--- config.mk ---
export PLATFORM = sky130hd
export DESIGN_NAME = sram_arbiter
export DESIGN_NICKNAME = d
export VERILOG_FILES = /design/src/rtl/sram_arbiter.sv
export SDC_FILE = /design/constraint.sdc
export NUM_CORES = 1
export LEC_CHECK = 0
export ABC_AREA = 1
export CAP_MARGIN = 20
export CORE_MARGIN = 4
export CORE_UTILIZATION = 60
export DETAILED_ROUTE_END_ITERATION = 8
export DONT_BUFFER_PORTS = 1
export GPL_TIMING_DRIVEN = 0
export PLACE_DENSITY = 0.78
export SETUP_SLACK_MARGIN = 0.05
export SLEW_MARGIN = 10
export SYNTH_ARGS = -nofsm -noshare
export SYNTH_HDL_FRONTEND = slang
export SYNTH_SLANG_ARGS = --single-unit
--- constraint.sdc ---
create_clock -name clk -period 3.3 [get_ports clk]
set_clock_uncertainty 0.2 [all_clocks]
set_input_delay 0.66 -clock clk [delete_from_list [all_inputs] [get_ports clk]]
set_output_delay 0.66 -clock clk [all_outputs]
set_load 0.05 [all_outputs]
--- src/rtl/sram_arbiter.sv ---
// Two-master round-robin arbiter in front of one pipelined Avalon-MM SRAM controller port.
// A tag FIFO remembers which master issued each outstanding read so returns are steered back.
module sram_arbiter #(
    parameter int MAX_RD = 4
) (
    input  logic        clk,
    input  logic        reset,
    input  logic [19:0] m0_address,
    input  logic [1:0]  m0_byteenable,
    input  logic        m0_read,
    input  logic        m0_write,
    input  logic [15:0] m0_writedata,
    output logic        m0_waitrequest,
    output logic [15:0] m0_readdata,
    output logic        m0_readdatavalid,
    input  logic [19:0] m1_address,
    input  logic [1:0]  m1_byteenable,
    input  logic        m1_read,
    input  logic        m1_write,
    input  logic [15:0] m1_writedata,
    output logic        m1_waitrequest,
    output logic [15:0] m1_readdata,
    output logic        m1_readdatavalid,
    output logic [19:0] s_address,
    output logic [1:0]  s_byteenable,
    output logic        s_read,
    output logic        s_write,
    output logic [15:0] s_writedata,
    input  logic [15:0] s_readdata,
    input  logic        s_readdatavalid,
    output logic        err_orphan
);
    localparam int PW = $clog2(MAX_RD);

    logic [19:0]       r_s_address;
    logic [1:0]        r_s_byteenable;
    logic              r_s_read;
    logic              r_s_write;
    logic [15:0]       r_s_writedata;
    logic              r_last_grant;
    logic              r_err_orphan;
    logic [MAX_RD-1:0] r_fifo;
    logic [PW-1:0]     r_wptr;
    logic [PW-1:0]     r_rptr;
    logic [PW:0]       r_count;

    logic w_req0, w_req1, w_full, w_empty;
    logic w_elig0, w_elig1, w_gnt0, w_gnt1, w_gnt;
    logic w_sel_read, w_sel_write, w_push, w_pop, w_head;

    assign w_req0  = m0_read | m0_write;
    assign w_req1  = m1_read | m1_write;
    // Full uses the registered count only: a pop in this cycle cannot admit a read in the same cycle.
    assign w_full  = (r_count == (PW+1)'(MAX_RD));
    assign w_empty = (r_count == '0);
    assign w_elig0 = m0_read ? ~w_full : m0_write;
    assign w_elig1 = m1_read ? ~w_full : m1_write;

    always_comb begin
        w_gnt0 = 1'b0;
        w_gnt1 = 1'b0;
        if (!reset) begin
            if (w_elig0 && w_elig1) begin
                if (r_last_grant) w_gnt0 = 1'b1;
                else              w_gnt1 = 1'b1;
            end else if (w_elig0) begin
                w_gnt0 = 1'b1;
            end else if (w_elig1) begin
                w_gnt1 = 1'b1;
            end
        end
    end

    assign w_gnt       = w_gnt0 | w_gnt1;
    assign w_sel_read  = w_gnt1 ? m1_read  : m0_read;
    assign w_sel_write = w_gnt1 ? m1_write : m0_write;
    assign w_push      = w_gnt & w_sel_read;
    assign w_pop       = s_readdatavalid & ~w_empty;
    assign w_head      = r_fifo[r_rptr];

    assign m0_waitrequest   = w_req0 & ~w_gnt0;
    assign m1_waitrequest   = w_req1 & ~w_gnt1;
    assign m0_readdata      = s_readdata;
    assign m1_readdata      = s_readdata;
    assign m0_readdatavalid = w_pop & ~w_head;
    assign m1_readdatavalid = w_pop &  w_head;

    always_ff @(posedge clk or posedge reset) begin
        if (reset) begin
            r_s_address    <= '0;
            r_s_byteenable <= '0;
            r_s_read       <= 1'b0;
            r_s_write      <= 1'b0;
            r_s_writedata  <= '0;
            r_last_grant   <= 1'b1;
            r_err_orphan   <= 1'b0;
            r_fifo         <= '0;
            r_wptr         <= '0;
            r_rptr         <= '0;
            r_count        <= '0;
        end else begin
            // A read+write request issues only the read; the write half is dropped.
            r_s_read  <= w_gnt & w_sel_read;
            r_s_write <= w_gnt & w_sel_write & ~w_sel_read;
            if (w_gnt) begin
                r_s_address    <= w_gnt1 ? m1_address    : m0_address;
                r_s_byteenable <= w_gnt1 ? m1_byteenable : m0_byteenable;
                r_s_writedata  <= w_gnt1 ? m1_writedata  : m0_writedata;
                r_last_grant   <= w_gnt1;
            end
            if (w_push) begin
                r_fifo[r_wptr] <= w_gnt1;
                r_wptr         <= r_wptr + 1'b1;
            end
            if (w_pop) r_rptr <= r_rptr + 1'b1;
            r_count <= r_count + {{PW{1'b0}}, w_push} - {{PW{1'b0}}, w_pop};
            if (s_readdatavalid && w_empty) r_err_orphan <= 1'b1;
        end
    end

    assign s_address    = r_s_address;
    assign s_byteenable = r_s_byteenable;
    assign s_read       = r_s_read;
    assign s_write      = r_s_write;
    assign s_writedata  = r_s_writedata;
    assign err_orphan   = r_err_orphan;
endmodule

# Word level (Yosys, flattened, before mapping)
# Index checks and enable logic that the tools add are counted.
[word_totals]
inputBits = 99
reg_bits = 53
word_cells = 61
out_inout_bits = 77
[classes]
n_mux = 21
bitwise = 17
n_addsub = 4
eq_ne = 1
reduce_logical = 4
magnitude_cmp = 3
[op_table]
columns = ["op", "n"]
rows = [
  ["$mux 20", 1],
  ["$mux 16", 1],
  ["$mux 1", 15],
  ["$and 1x1->1", 8],
  ["$lt 2x3->1 const B", 2],
  ["$not 1->1", 6],
  ["$add 2x1->2 const B", 2],
  ["$bwmux 4", 1],
  ["$add 3x1->3", 1],
  ["$eq 3x3->1 const B", 1],
  ["$logic_and 1x1->1", 3],
  ["$logic_not 3->1", 1],
  ["$or 1x1->1", 3],
  ["$sub 3x1->3", 1],
  ["$bmux 1 s2", 1],
  ["$demux 1 s2", 1],
  ["$ge 2x1->1 const B", 1],
  ["$mux 2", 1],
]

# Depth between registers and ports, before layout
# Gate-level depths: netlist (run 1).
[logic_depth]
word_depth = 11
mapped_depth = 14

# Least setup slack after synthesis (run 1)
# OpenSTA, ideal clock, no wires.
[synth_timing]
path_type = "input-to-reg"
start = "input reset"
end = "register r_count[2]"
path_buffers = 1
setup_ns = 0.123
path_slack_ns = -0.476
t_required_ns = 2.977
path_stages = 11
arrival_time_ns = 3.453
cell_sequence = "inv_1 nand3_2 nand2_2 buf_6 nand2_1 ha_1 inv_1 ha_1 inv_1 fa_1 xnor2_1"
[synth_via]
elab_chain_len = 5
word_cells_on_any_way = 7
[synth_lines]
columns = ["element", "line_no", "source"]
rows = [
  ["start: declaration", "7", "input logic reset,"],
  ["$mux 1", "62", "if (!reset) begin"],
  ["$or 1x1->1 or $mux 1 (tied branches)", "74, 75", ""],
  ["$and 1x1->1 (*)", "77", "assign w_push = w_gnt & w_sel_read;"],
  ["$add 3x1->3 (*)", "116", "r_count <= r_count + {{PW{1'b0}}, w_push} - {{PW{1'b0}}, w_pop};"],
  ["$sub 3x1->3 (*)", "116", ""],
  ["end signal: assignment", "116", ""],
  ["end: declaration", "45", "logic [PW:0] r_count;"],
]
# Every way passes the cells marked *; elsewhere a longest branch is shown, timed or not.
# A chain may end at the register's enable or synchronous reset.

# Worst setup path after layout (run 1)
[layout_timing]
start = "register r_count[1]"
end = "output m1_waitrequest"
[layout_via]
elab_chain_len = 9
word_cells_on_any_way = 11
[layout_lines]
columns = ["element", "line_no", "source"]
rows = [
  ["$eq 3x3->1 (*)", "54", "assign w_full = (r_count == (PW+1)'(MAX_RD));"],
  ["$not 1->1 (*)", "56, 57", ""],
  ["$mux 1", "57", "assign w_elig1 = m1_read ? ~w_full : m1_write;"],
  ["$mux 1", "68", "end else if (w_elig1) begin"],
  ["$mux 1", "66", "end else if (w_elig0) begin"],
  ["$mux 1 (*)", "63", "if (w_elig0 && w_elig1) begin"],
  ["$mux 1 (*)", "62", ""],
  ["$not 1->1 (*)", "82", "assign m1_waitrequest = w_req1 & ~w_gnt1;"],
  ["$and 1x1->1 (*)", "82", ""],
  ["end: declaration", "21", "output logic m1_waitrequest,"],
]
# Marked as above.

==> run metrics, run 1 <==
status finished clean; CP Class reg2out; max-slew violations 0; per-cell routed wire length 18.0 µm; detail-routed via count per cell 5.79; grt ovf 0; vias in the first global route 2,351; sequential area share after synthesis 46.7%; # clock sinks 53; reg2reg end r_count[2]$_DFF_PP0_; Setup crit start r_count[1]$_DFF_PP0_; Placed Cells incl. Taps 394; largest net degree at the start of global routing 29; Routed Antenna Nets 0; CTS Buf Count 5; Unique masters post-synth 25; htree depth 2; max frequency 344 MHz; Worst R2R Start r_count[1]$_DFF_PP0_; CP bufs+invs 2; CP Cell Sequence nor2_4 > nand3_2 > nand2_2 > nor2_2 > nand2_2 > inv_2 > buf_4 > a21oi_2; XOR/XNOR share of the synthesized area 0.924%; met1 Track Usage GR 28.0%; vias 2,341; WP depth 8; Root Buffer clkbuf_8; Crit path max-delay family simple AND/OR/NAND/NOR gates; antenna cells 0; DPL Wire Length 5.60 mm; initial antenna violation count 0; Cell Pwr Density 957 mW/mm²; Leakage 1.49 nW; layout cell share with drive strength beyond 1 22.4%; final setup violating endpoints 0; RSZ-0062 raised after global routing no; die area 0.00590 mm²; Max Root-Sink Buffers 2; area grow syn2layout 9.55%; Max Cap Viol 0; final WL 7.28 mm; clk slew on worst S/H paths 0.10 ns; crit-path max FO 10; Die X 76.8 µm; simple-gate share of the synthesized area 24.1%; GR peak layer met2; end of the critical path m1_waitrequest; setup TNS 0 ns; CP max stage delay 0.48 ns; largest family of logic cells by synthesized area simple AND/OR/NAND/NOR gates; GPL Wtd Cong 0.823; placement row count 24; syn_nets 447; met3 usage 8.78%; global-route track usage on met2 40.7%; Worst R2R Setup Slack 0.66 ns; I/O Buffers 0; Nets 457; post-synthesis adder-cell area fraction 3.35%; Synth Register Bits 53; fin crit share 88.1%; Synthesis Warnings 0; drt first-iter violations 95; Max-slew headroom 40.8%; CP max-delay cell a21oi_2; Post-CTS Setup Repair Bufs 0; Worst setup EP type output pin; DR pass1 iterations 5; slew at the pin closest to its max-slew limit 0.885 ns; global-route usage over all layers 24.3%; first-pass GRT wire length 11.6 mm; worst IR drop on VDD 0.433 mV; fin crit period 2.91 ns; worst min-delay path category in2async; Fin. Hold Viols 0; Reg2Reg Depth 13; CP required 2.44 ns; clk_lat worst skew 0.31 ns; mapped cell area 0.00284 mm²; TritonCTS clock tree done; Critical Path Start Type flip-flop; Crit path arrival time 2.05 ns; syn_area_per_cell 8.34 µm²; most numerous cell on the critical path nand2_2; Die H 76.8 µm; I/O pin count 176; DR DRC count 0; non-filler cells, final 404; complex-gate fraction of the synthesized area 10.0%; Core Box Area 0.00447 mm²; cell count after synthesis 341; Initial Util 63.5%; post-layout util 69.6%; mux share of post-synthesis cell area 0%
[power by group]
part,internal (mW),switching [mW],total [mW]
clock,0.305,0.224,0.529
sequential,0.865,0.745,1.61
combinational,0.300,0.543,0.842
[synth_stat cells]
library cell  instances  area, µm²
buf_4                36        270
xor2_1                1       8.76
nand2_2               6       37.5
buf_2                 8       40.0
nand3_2               3       30.0
buf_6                 3       33.8
clkbuf_1              2       7.51
nor2_4                1       11.3
nand3_1               5       25.0
a31o_2                1       8.76
nand2_1              97        364
nor2_2                1       6.26
dfstp_2               1       26.3
dfrtp_1              52       1300
a21oi_1               5       25.0
inv_1                17       63.8
nor2_1               43        161
a32oi_1               1       8.76
xnor2_1               2       17.5
nand4_1               8       50.1
o21ai_1               1       5.00
a31oi_1              38        238
inv_2                 2       7.51
fa_1                  1       20.0
ha_1                  6       75.1
[cell usage in the layout, fill, tap and decap left out, types with 2 or more instances in the layout]
| master | n |
|---|---|
| nand3_2 | 3 |
| dfrtp_1 | 52 |
| buf_4 | 36 |
| inv_2 | 3 |
| buf_6 | 3 |
| nor2_1 | 43 |
| xnor2_1 | 2 |
| nand3_1 | 5 |
| nand2_1 | 96 |
| clkbuf_1 | 2 |
| nand2_2 | 6 |
| bufinv_16 | 2 |
| inv_1 | 15 |
| a21oi_1 | 3 |
| a21oi_2 | 2 |
| buf_2 | 8 |
| nand4_1 | 8 |
| a31oi_1 | 38 |
| ha_1 | 4 |
| clkbuf_8 | 5 |
[worst reg2reg max path: stages, from the launching register on]
cell and delay (ns):
dfrtp_1 0.46, nor2_4 0.17, nand3_1 0.14, nand3_2 0.12
nand2_2 0.11, nand2_1 0.09, nand2_2 0.14, nand2_4 0.14
ha_4 0.21, inv_2 0.04, ha_2 0.14, inv_1 0.05
fa_1 0.38, xnor2_1 0.14
[timing repair]
action	4_1_cts	5_1_grt
endpoints found under the hold margin	0	13
hold buffers	0	1
setup endpoints to repair	1	1
cloned	0	1
gates resized for setup	1	0
[routing by layer]
layer  vias to the layer above  share of wire (%)
li1                       1098                  -
met1                      1083                 37
met2                       143                 49
met3                        17                 10
met4                         0                2.9
met5                         -                  0
[area by class of cell]
type                       count  area [µm²]
tap                           52        65.1
timing repair inverter         1        5.00
inverter                      19        75.1
clock inverter                 3        68.8
multi-input combinational    220        1120
sequential                    53        1330
buffer                        49         352
timing repair buffer           2        30.0
clock buffer                   5        68.8
fill                         391        1360
[flip-flops by register name, summed over array words and instances, names as in the netlist]
register	cells
s_byteenable	2
s_write	1
s_address	20
r_wptr	2
r_count	3
r_rptr	2
s_writedata	16
r_fifo	4
err_orphan	1
r_last_grant	1
s_read	1
[worst min path at each step]
| stage | startpoint | to | slack [ns] |
|---|---|---|---|
| 2_1_floorplan | r_rptr[1]$_DFFE_PP0P_ | r_rptr[1]$_DFFE_PP0P_ | 0.24 |
| 3_3_place_gp | r_rptr[1]$_DFFE_PP0P_ | r_rptr[1]$_DFFE_PP0P_ | 0.26 |
| 3_5_place_dp | r_rptr[1]$_DFFE_PP0P_ | r_rptr[1]$_DFFE_PP0P_ | 0.26 |
| 6_report | reset | r_fifo[3]$_DFFE_PP0P_ | 0.05 |
| 5_1_grt | reset | r_fifo[3]$_DFFE_PP0P_ | 0.04 |
| 4_1_cts | reset | s_address[18]$_DFFE_PP0P_ | 0.1 |
[cells by family after synthesis]
family                     count (synthesis)
AOI/OAI and AO/OA                         46
xor gates and xnor gates                   3
adders and majority gates                  7
buffers and inverters                     68
DFF                                       53
and+or+nand+nor                          164
[through the flow]
| step | hold slack [ns] | setup WS (ns) | cell area [µm²] | power (mW) |
|---|---|---|---|---|
| 2_1_floorplan | 0.242 | 0.0534 | 2870 | 2.27 |
| 3_3_place_gp | 0.259 | -0.399 | 2940 | 2.43 |
| 3_5_place_dp | 0.256 | -0.0780 | 2960 | 2.47 |
| 4_1_cts | 0.0972 | 0.169 | 3100 | 3.00 |
| 5_1_grt | 0.0412 | 0.257 | 3110 | 3.14 |
| 6_report | 0.0454 | 0.393 | 3110 | 2.98 |
No activity file was read; power rests on OpenSTA's default activity.
==> inputs of run 2 (changes only) <==
--- a/config.mk
+++ b/config.mk
@@ -7,12 +7,14 @@
 export LEC_CHECK = 0
 export ABC_AREA = 1
 export CAP_MARGIN = 20
+export CELL_PAD_IN_SITES_DETAIL_PLACEMENT = 1
+export CELL_PAD_IN_SITES_GLOBAL_PLACEMENT = 1
 export CORE_MARGIN = 4
-export CORE_UTILIZATION = 60
+export CORE_UTILIZATION = 43
 export DETAILED_ROUTE_END_ITERATION = 8
 export DONT_BUFFER_PORTS = 1
 export GPL_TIMING_DRIVEN = 0
-export PLACE_DENSITY = 0.78
+export PLACE_DENSITY = 0.8
 export SETUP_SLACK_MARGIN = 0.05
 export SLEW_MARGIN = 10
 export SYNTH_ARGS = -nofsm -noshare
==> constraint.sdc (replaced) <==
create_clock -name clk -period 3.3 [get_ports clk]
set_clock_uncertainty 0.2 [all_clocks]
set_input_delay 0.66 -clock clk [delete_from_list [all_inputs] [get_ports clk]]
set_output_delay 0.66 -clock clk [all_outputs]
set_load 0.1 [all_outputs]
==> run metrics, run 2 (synthesis gave the netlist of run 1 again) <==
detail-routed via count per cell 5.36 (-7.5%); fin crit period 2.98 ns (+0.0704 ns); Core Box Area 0.00639 mm² (+43%); Leakage 1.47 nW (-1.7%); Critical Path Start Type flip-flop; slew at the pin closest to its max-slew limit 1.06 ns (+0.176 ns); Reg2Reg Depth 13 (unchanged); max frequency 336 MHz (-2.4%); worst IR drop on VDD 0.594 mV (+37%); first-pass GRT wire length 11.2 mm (-3.2%); final setup violating endpoints 0 (unchanged); Max Cap Viol 0 (unchanged); placement row count 29 (+21%); Nets 457 (unchanged); I/O Buffers 0 (unchanged); post-layout util 48.9% (-21 points); clk_lat worst skew 0.29 ns (-0.02 ns); most frequent cells in the layout nand2_1, dfrtp_1, nor2_1; Root Buffer clkbuf_8; Cell Pwr Density 1140 mW/mm² (+19%); Fin. Hold Viols 0 (unchanged); Die H 89.3 µm (+16%); initial antenna violation count 0 (unchanged); htree depth 2 (unchanged); Post-CTS Setup Repair Bufs 0 (unchanged); GPL Wtd Cong 0.799 (-3.0%); Initial Util 44.5% (-19 points); DR DRC count 0 (unchanged); die area 0.00798 mm² (+35%); Max Root-Sink Buffers 2 (unchanged); Max-slew headroom 29.2% (-12 points); Worst setup EP type output pin; final WL 8.06 mm (+11%); status finished clean; non-filler cells, final 429 (+6.2%); worst min-delay path category in2async; most common cell after layout, fill and taps aside nand2_1; fin crit share 90.2% (+2.1 points); DR pass1 iterations 4 (-1); Worst R2R Start r_count[1]$_DFF_PP0_; RSZ-0062 raised after global routing no; max-slew violations 0 (unchanged); setup TNS 0 ns (unchanged); antenna cells 0 (unchanged); Crit path arrival time 2.12 ns (+0.07 ns); drt first-iter violations 56 (-41%); global-route usage over all layers 18.2% (-6.1 points); Worst R2R Setup Slack 0.67 ns (about the same); area grow syn2layout 9.77%; Die X 89.3 µm (+16%); grt ovf 0 (unchanged); Routed Antenna Nets 0 (unchanged); largest net degree at the start of global routing 33 (+14%); layout cell share with drive strength beyond 1 22.7% (+0.28 points); CP Class reg2out; CP required 2.44 ns (about the same); DPL Wire Length 6.35 mm (+13%); crit-path max FO 10 (unchanged); vias in the first global route 2,309 (-1.8%); vias 2,299 (-1.8%); # clock sinks 53 (unchanged); Placed Cells incl. Taps 419 (+6.3%); clk slew on worst S/H paths 0.09 ns (about the same); reg2reg end r_count[1]$_DFF_PP0_; per-cell routed wire length 18.8 µm (+4.2%); TritonCTS clock tree done; CTS Buf Count 5 (unchanged); I/O pin count 176 (unchanged); Largest register FFs 20 (unchanged)
[run 2: cell count changes in the layout (fill, tap and decap cells not counted), moves of 2 or more]
cell and change:
nor2_1 -2, clkbuf_1 +3, a21oi_4 +2, a21oi_2 -2
bufinv_16 -2, nor2_2 +2
[run 2: worst max-delay path by stage]
stage,from,endpoint,slack (ns),cells after the start
after floorplan,reset,m0_waitrequest,-0.15,4
after global placement,reset,m0_waitrequest,-0.61,4
after detailed placement,reset,m0_waitrequest,-0.14,5
after CTS,reset,m0_waitrequest,0.13,5
after global routing,r_count[1]$_DFF_PP0_,m1_waitrequest,0.21,8
final,r_count[1]$_DFF_PP0_,m1_waitrequest,0.32,8
[run 2: critical path, stage by stage (launching register included)]
cell     delay, ns
dfrtp_1       0.46
nor2_4        0.16
nand3_2       0.08
nand2_2       0.09
nor2_2        0.05
nand2_2       0.12
inv_2         0.10
buf_4         0.19
a21oi_4       0.57
[run 2: timing repair]
action / CTS / global route
gates cloned: 0 / 1
resized for setup: 2 / 0
hold buffers: 0 / 1
endpoints found under the setup margin: 2 / 1
hold endpoints to repair: 0 / 11
[run 2: area by class of cell]
type                    count  area (µm²)
inverters                  19        75.1
clock buffers               8        80.1
fillers                   787        3270
repair inverters            1        5.00
multi-input cells         220        1150
plain buffers              49         352
repair buffers              2        30.0
well taps                  77        96.3
flip-flops and latches     53        1330
[run 2: layer usage]
layer	vias up	wire length (µm)	track usage, %
li1	1090	-	-
met1	1090	2900	21.0
met2	113	4300	33.4
met3	6	787	5.44
met4	0	75	3.65
met5	-	0	0
[run 2: power by group]
| group | internal [mW] | switching (mW) |
|---|---|---|
| Clock | 0.151 | 0.196 |
| Combinational | 0.312 | 0.709 |
| Sequential | 0.849 | 1.34 |
[run 2: stage by stage]
| stage | hold WS (ns) | cell area, µm² | setup WS [ns] | power [mW] |
|---|---|---|---|---|
| finish | 0.0689 | 3120 | 0.323 | 3.56 |
| global route | 0.0874 | 3120 | 0.212 | 3.74 |
| CTS | 0.0916 | 3110 | 0.130 | 3.60 |
| detailed placement | 0.266 | 3010 | -0.143 | 3.24 |
| global placement | 0.259 | 2990 | -0.607 | 3.18 |
| floorplan | 0.242 | 2890 | -0.152 | 3.02 |
